===== src/rtl/cfg_wb_arbiter.sv =====
// rtl/cfg_wb_arbiter.sv - round-robin Wishbone classic arbiter with bus timeout
// Shares one config-register slave between NM masters; grant held while owner keeps CYC.
module cfg_wb_arbiter #(
  parameter int DWIDTH  = 32,
  parameter int NM      = 4,
  parameter int TIMEOUT = 255
) (
  input  logic                     wb_clk_i,
  input  logic                     wb_rst_i,
  input  logic [NM-1:0]            m_cyc_i,
  input  logic [NM-1:0]            m_stb_i,
  input  logic [NM-1:0]            m_we_i,
  input  logic [NM*DWIDTH/8-1:0]   m_sel_i,
  input  logic [NM*DWIDTH-1:0]     m_adr_i,
  input  logic [NM*DWIDTH-1:0]     m_dat_i,
  output logic [NM-1:0]            m_ack_o,
  output logic [NM-1:0]            m_err_o,
  output logic [DWIDTH-1:0]        m_dat_o,
  output logic                     s_cyc_o,
  output logic                     s_stb_o,
  output logic                     s_we_o,
  output logic [DWIDTH/8-1:0]      s_sel_o,
  output logic [DWIDTH-1:0]        s_adr_o,
  output logic [DWIDTH-1:0]        s_dat_o,
  input  logic                     s_ack_i,
  input  logic [DWIDTH-1:0]        s_dat_i,
  output logic [NM-1:0]            grant_o
);

  localparam int SW = DWIDTH / 8;
  localparam int LW = (NM > 1) ? $clog2(NM) : 1;

  typedef enum logic {IDLE, BUSY} state_t;

  state_t        state, state_nxt;
  logic [NM-1:0] grant_q, grant_nxt;
  logic [LW-1:0] last_q, last_nxt;
  logic [LW-1:0] g_idx, pick_idx;
  logic [15:0]   tmo_cnt, tmo_nxt;
  logic [NM-1:0] req;
  logic          pick_vld;
  logic          busy, raw_stb, tmo_fire, ack;

  assign req     = m_cyc_i & m_stb_i;
  assign grant_o = grant_q;
  assign busy    = (state == BUSY);

  always_comb begin
    g_idx = '0;
    for (int k = 0; k < NM; k++) begin
      if (grant_q[k]) g_idx = LW'(k);
    end
  end

  // Search starts just after the previous owner, so every requester is reached within NM rounds.
  always_comb begin
    pick_vld = 1'b0;
    pick_idx = '0;
    for (int i = 1; i <= NM; i++) begin
      if (!pick_vld && req[(int'(last_q) + i) % NM]) begin
        pick_vld = 1'b1;
        pick_idx = LW'((int'(last_q) + i) % NM);
      end
    end
  end

  // A same-cycle ACK beats the timeout, so the fire term looks at the raw slave ACK.
  assign raw_stb  = busy & m_cyc_i[g_idx] & m_stb_i[g_idx];
  assign tmo_fire = raw_stb & ~s_ack_i & (tmo_cnt == 16'(TIMEOUT - 1));
  assign s_cyc_o  = busy & m_cyc_i[g_idx] & ~tmo_fire;
  assign s_stb_o  = raw_stb & ~tmo_fire;
  assign ack      = s_ack_i & s_stb_o;

  assign s_we_o  = busy & m_we_i[g_idx];
  assign s_sel_o = busy ? m_sel_i[int'(g_idx)*SW +: SW] : '0;
  assign s_adr_o = busy ? m_adr_i[int'(g_idx)*DWIDTH +: DWIDTH] : '0;
  assign s_dat_o = busy ? m_dat_i[int'(g_idx)*DWIDTH +: DWIDTH] : '0;
  assign m_dat_o = s_dat_i;
  assign m_ack_o = ack ? grant_q : '0;
  assign m_err_o = tmo_fire ? grant_q : '0;

  always_comb begin
    state_nxt = state;
    grant_nxt = grant_q;
    last_nxt  = last_q;
    tmo_nxt   = tmo_cnt;
    case (state)
      IDLE: begin
        tmo_nxt = '0;
        if (pick_vld) begin
          grant_nxt           = '0;
          grant_nxt[pick_idx] = 1'b1;
          state_nxt           = BUSY;
        end
      end
      BUSY: begin
        if (!m_cyc_i[g_idx] || tmo_fire) begin
          state_nxt = IDLE;
          grant_nxt = '0;
          last_nxt  = g_idx;
          tmo_nxt   = '0;
        end else if (ack || !s_stb_o) begin
          tmo_nxt = '0;
        end else begin
          tmo_nxt = tmo_cnt + 16'd1;
        end
      end
      default: state_nxt = IDLE;
    endcase
  end

  always_ff @(posedge wb_clk_i) begin
    if (wb_rst_i) begin
      state   <= IDLE;
      grant_q <= '0;
      last_q  <= LW'(NM - 1);
      tmo_cnt <= '0;
    end else begin
      state   <= state_nxt;
      grant_q <= grant_nxt;
      last_q  <= last_nxt;
      tmo_cnt <= tmo_nxt;
    end
  end

endmodule


===== config.mk =====
export PLATFORM = sky130hd
export DESIGN_NAME = cfg_wb_arbiter
export DESIGN_NICKNAME = d
export VERILOG_FILES = /design/src/rtl/cfg_wb_arbiter.sv
export SDC_FILE = /design/constraint.sdc
export NUM_CORES = 1
export LEC_CHECK = 0
export ABC_AREA = 1
export BUFFER_PORTS_ARGS = -buffer_cell sky130_fd_sc_hd__buf_2
export CAP_MARGIN = 0
export CORE_AREA = 2 2 171 173
export DETAILED_ROUTE_END_ITERATION = 10
export DIE_AREA = 0 0 173 175
export PLACE_DENSITY = 0.5
export SETUP_SLACK_MARGIN = 0.05
export SLEW_MARGIN = 20
export SYNTH_ARGS = -nofsm -noshare
export SYNTH_HDL_FRONTEND = slang
export SYNTH_SLANG_ARGS = --single-unit

===== constraint.sdc =====
create_clock -name wb_clk_i -period 3.14 [get_ports wb_clk_i]
set_input_delay 0.314 -clock wb_clk_i [delete_from_list [all_inputs] [get_ports wb_clk_i]]
set_output_delay 0.314 -clock wb_clk_i [all_outputs]
set_load 0.02 [all_outputs]

; Yosys cells after proc, flatten, opt, wreduce, memory -nomap -nowiden
; Index checks and enable logic that the tools add are counted.
[word_totals]
reg_bits = 23
[op_classes]
shifts = 3
mux = 45
n_reduce_logical = 17
addsub = 5
n_bitwise = 16
n_eq_ne = 3
n_lt_le_gt_ge = 7
[ops]
columns = operator, count
row1 = $shiftx A128 B8 Y32, 2
row2 = $mux W32, 2
row3 = $mux W16, 2
row4 = $pmux W16 S2, 1
row5 = $mux W4, 5
row6 = $mux W1, 19
row7 = $add A16 B1 Y16 const B, 1
row8 = $eq A16 B8 Y1 const B, 1
row9 = $lt A3 B4 Y1 const B, 4
row10 = $shiftx A16 B5 Y4, 1
row11 = $bmux W1 S2, 7
row12 = $mux W2, 6
row13 = $and A1 B1 Y1, 8
row14 = $pmux W4 S2, 1
row15 = $reduce_or A2 Y1, 4
row16 = $lt A2 B3 Y1 const B, 2
row17 = $logic_not A1 Y1, 5
row18 = $add A2 B1 Y2 const B, 2
row19 = $add A2 B2 Y2 const B, 2
row20 = $and A1 B1 Y1 const A, 4
row21 = $and A4 B4 Y4, 1
row22 = $logic_and A1 B1 Y1, 4
row23 = $reduce_and A2 Y1, 2
row24 = $not A1 Y1, 3
row25 = 6 further kinds, 7

; Longest topological paths before layout
[logic_depth]
depth_word = 22
depth_mapped = 14
depth_no_buf = 14

; Worst setup path before layout
; OpenSTA, ideal clock, no wires.
[synth_timing]
path_type = register to output
startpoint = reg grant_q[1] (netlist: grant_o[1])
endpoint = out m_ack_o[0]
t_arrival_ns = 1.785
t_required_ns = 2.826
stages_incl_launch_ff = 12
path_buffers = 1
setup_slack_ns = 1.041
cell_sequence = dfxtp_1 -> buf_4 -> nand2_4 -> nand2_4 -> nand2_1 -> nand2_1 -> nand2_1 -> nor2_2 -> nand2_1 -> a21oi_4 -> nand2_1 -> nor2_1
[synth_between]
elab_chain_cells = 13
word_cells_on_any_way = 15
[synth_lines]
columns = element, line
row1 = from (decl), 36  ; logic [NM-1:0] grant_q, grant_nxt;
row2 = from (signal assigned), 120  ; grant_q <= grant_nxt;
row3 = $mux W1 (*), 51  ; if (grant_q[k]) g_idx = LW'(k);
row4 = $mux W2 (*) (2 in series), 51
row5 = $bmux W1 S2, 68  ; assign raw_stb = busy & m_cyc_i[g_idx] & m_stb_i[g_idx];
row6 = $mux W1 (not written as such), 68
row7 = $and A1 B1 Y1, 68
row8 = $and A1 B1 Y1 (*), 68
row9 = $and A1 B1 Y1 (2 in series), 69  ; assign tmo_fire = raw_stb & ~s_ack_i & (tmo_cnt == 16'(TIMEOUT - 1));
row10 = $not A1 Y1, 71  ; assign s_stb_o = raw_stb & ~tmo_fire;
row11 = $and A1 B1 Y1 (*), 71
row12 = net s_stb_o, 20  ; output logic s_stb_o,
row13 = $and A1 B1 Y1 (*), 72  ; assign ack = s_ack_i & s_stb_o;
row14 = $mux W4 (*), 79  ; assign m_ack_o = ack ? grant_q : '0;
row15 = to (decl), 16  ; output logic [NM-1:0] m_ack_o,
; The timed path passes the listed nets; every way through them passes the cells marked *. The select of a mux whose other input is x is not followed.

; Final worst setup path
[layout_timing]
startpoint = reg grant_q[2] (netlist: grant_o[2])
endpoint = out s_dat_o[18]
[layout_between]
elab_chain_cells = 4
[layout_lines]
columns = element, line
row1 = $mux W2 (2 in series), 51
row2 = $shiftx A128 B8 Y32, 77  ; assign s_dat_o = busy ? m_dat_i[int'(g_idx)*DWIDTH +: DWIDTH] : '0;
row3 = $mux W32, 77
row4 = to (decl), 24  ; output logic [DWIDTH-1:0] s_dat_o,
; No other way between the ends.

==> results_dict.tcl <==
set metrics [dict create \
    coreArea_sq_um 28390 \
    min_path_type "input port to flip-flop" \
    detail-route-antenna-nets 0 \
    htreeDepth 1 \
    grt_pass1_vias 5981 \
    grt_max_degree 74 \
    hpwl_microns 18650 \
    syn_avg_cell_area_sq_um 4.975 \
    whs_ns 0.2793 \
    drv_cap 0 \
    cp.buffers_inverters 3 \
    multi_input_area_sq_um 2980 \
    crit_family "buffers and inverters" \
    via_count 6452 \
    min_period_ns 2.691 \
    holdPathStages 2 \
    hold_buffers 0 \
    arrival_ns 2.38 \
    synthToLayoutAreaGrowth_pct 51.97 \
    worstMarginPinSlew_ns 0.6520 \
    utilization_pct 21.60 \
    status "complete, no violations" \
    cp_common_cell "nand2_4" \
    reg2reg_depth 10 \
    timing.fmax_ghz 0.3717 \
    cts_sinks 23 \
    wl_microns 23900 \
    cp_max_fo 47 \
    cp-end-kind "primary output" \
    critPathLaunchType "flip-flop" \
    setup-violations-final 0 \
    drt_first_pass_iters 5 \
    final_cell_mix "369 x buf_2, 309 x nor2_1, 143 x o21ai_0, 76 x a21oi_1, 73 x nand2_1" \
    cts_buffers 3 \
    finalHoldViolations 0 \
    ys_types 34 \
    syn_nets 1132 \
    leakage_nw 3.136 \
    cts.path.max_buffers 2 \
    synth_seq_cells 23 \
    clk_latency_ns 0.25 \
    antenna_found_initial 2 \
    die_area_sq_um 30280 \
    max_slew_margin_pct 56.53 \
    async_flop_share_pct 0 \
    fp.dieH_microns 175 \
    globalplace.congestion 0.9053 \
    yosys_warnings 0 \
    synth_edf_count 0 \
    postCtsSetupBuffers 0 \
    tritoncts "built" \
    tns_ns 0 \
    dp.cells 1493 \
    post_layout_nonfiller_instances 1497 \
    io_pins 434 \
    cts_resized 0 \
    crit_path_top_delay_cell "buf_4" \
    drive_gt1_share_pct 36.66 \
    overflow 0 \
    ff_latch_area_sq_um 464.2 \
    final_common_cell "buf_2" \
    ir_drop_mv 0.3008 \
    place_area_sq_um 6053 \
    yosysSeqAreaShare_pct 11.41 \
    rsz0062_at_grt "false" \
    initial_utilization_pct 14.21 \
    n_antenna_cell 0 \
    fillCellCount 3371 \
    die_x_microns 173 \
    cpPeakStageDelay_ns 0.52 \
    grt_pass1_wl_microns 35060 \
    wl_per_cell_microns 15.97 \
    path_clk_slew_ns 0.06 \
    portBuffers 369 \
    avgViaCountPerCell 4.310 \
    row_count 62 \
    syn_area_sq_um 4035 \
    fin_area_sq_um 6132 \
    critical_path_class "flip-flop to primary output" \
    final_max_slew_viol_count 0 \
    drt_iter0_drc 369 \
    nNetsFinal 1435 \
    powerDensity_nw_per_um2 801.6 \
    synthFlopType "dfxtp_1" \
    cts-root-buf "clkbuf_16" \
    grt_util_all_layers_pct 14.70 \
    fin_crit_sh_pct 85.69 \
    netlist_instances 811 \
    crit_cells 7 \
    skew_ns 0.002517 \
    crit_required_ns 2.83 \
    drc 0 \
    cp_cell_sequence "inv_2 > nand2_4 > nand2_4 > buf_4 > o21ai_0 > a21oi_1 > buf_2" \
]
synthesized netlist by cell type, drive strengths merged (5+ instances only):
| master | count | area (sq um) |
|---|---|---|
| a21oi | 78 | 405.4 |
| buf | 38 | 282.8 |
| clkbuf | 48 | 180.2 |
| dfxtp | 23 | 460.4 |
| inv | 35 | 131.4 |
| nand2 | 77 | 309.0 |
| nand3 | 29 | 150.1 |
| nand4 | 8 | 56.30 |
| nor2 | 312 | 1184 |
| nor3 | 5 | 30.03 |
| o21ai | 143 | 715.7 |
per-stage QoR:
step / total power, mW / setup WS (ns)
2_1_floorplan: 3.125 / 1.041
3_5_place_dp: 4.673 / 0.7146
4_1_cts: 4.962 / 0.4409
6_report: 4.916 / 0.4494
5_1_grt: 5.399 / 0.2147
3_3_place_gp: 4.669 / 0.7182
sequential cells by signal, summed over array words and instances (netlist names):
name and flops:
tmo_cnt 16, busy 1, grant_o 4, last_q 2
layer usage:
metal / routed length (microns) / GRT usage [%] / vias up
li1: - / - / 3208
met1: 10920 / 19.92 / 2873
met2: 10870 / 24.55 / 347
met3: 1809 / 2.633 / 22
met4: 283 / 2.648 / 2
met5: 13 / 0 / -
power breakdown:
group	switching (mW)	leakage (nW)	total, mW	internal [mW]
sequential	0.0495	0.187	0.379	0.329
combinational	2.97	2.91	4.26	1.29
clock	0.101	0.0382	0.274	0.173
path summary, 6_finish.rpt:
path	from	to	slack [ns]
max	grant_o[2]	s_dat_o[18]	0.45
min	wb_rst_i	grant_o[1]	0.28
max reg2reg	grant_o[3]	tmo_cnt[14]	0.96
min reg2reg	tmo_cnt[0]	tmo_cnt[0]	0.48
worst register-to-register path, stage by stage (launching register included):
cell and delay (ns):
dfxtp_1 0.36, inv_2 0.11, buf_4 0.32, o21ai_0 0.15, nand2_1 0.09, nand2_1 0.09
nor2_2 0.13, nand2_1 0.10, a21oi_4 0.16, nand3_2 0.31, nor3b_1 0.27
cell families (layout without fill, tap and decap cells):
group                      count (synthesis)  in the layout  synth area share (%)
buffers and inverters                    121            423                 14.73
DFF                                       23             23                 11.41
adders and majority gates                  2              2                0.6201
AOI/OAI and AO/OA                        225            225                 28.53
and+or+nand+nor                          436            436                 43.84
xor gates and xnor gates                   4              4                0.8684
final cells by class:
type / instances / share of cell area [%]
well taps: 384 / 7.835
flip-flops and latches: 23 / 7.570
repair buffers: 384 / 32.56
inverters: 35 / 2.142
multi-input cells: 667 / 48.60
clock buffers: 4 / 1.285
Note: power is estimated with default switching activity, not from simulation.
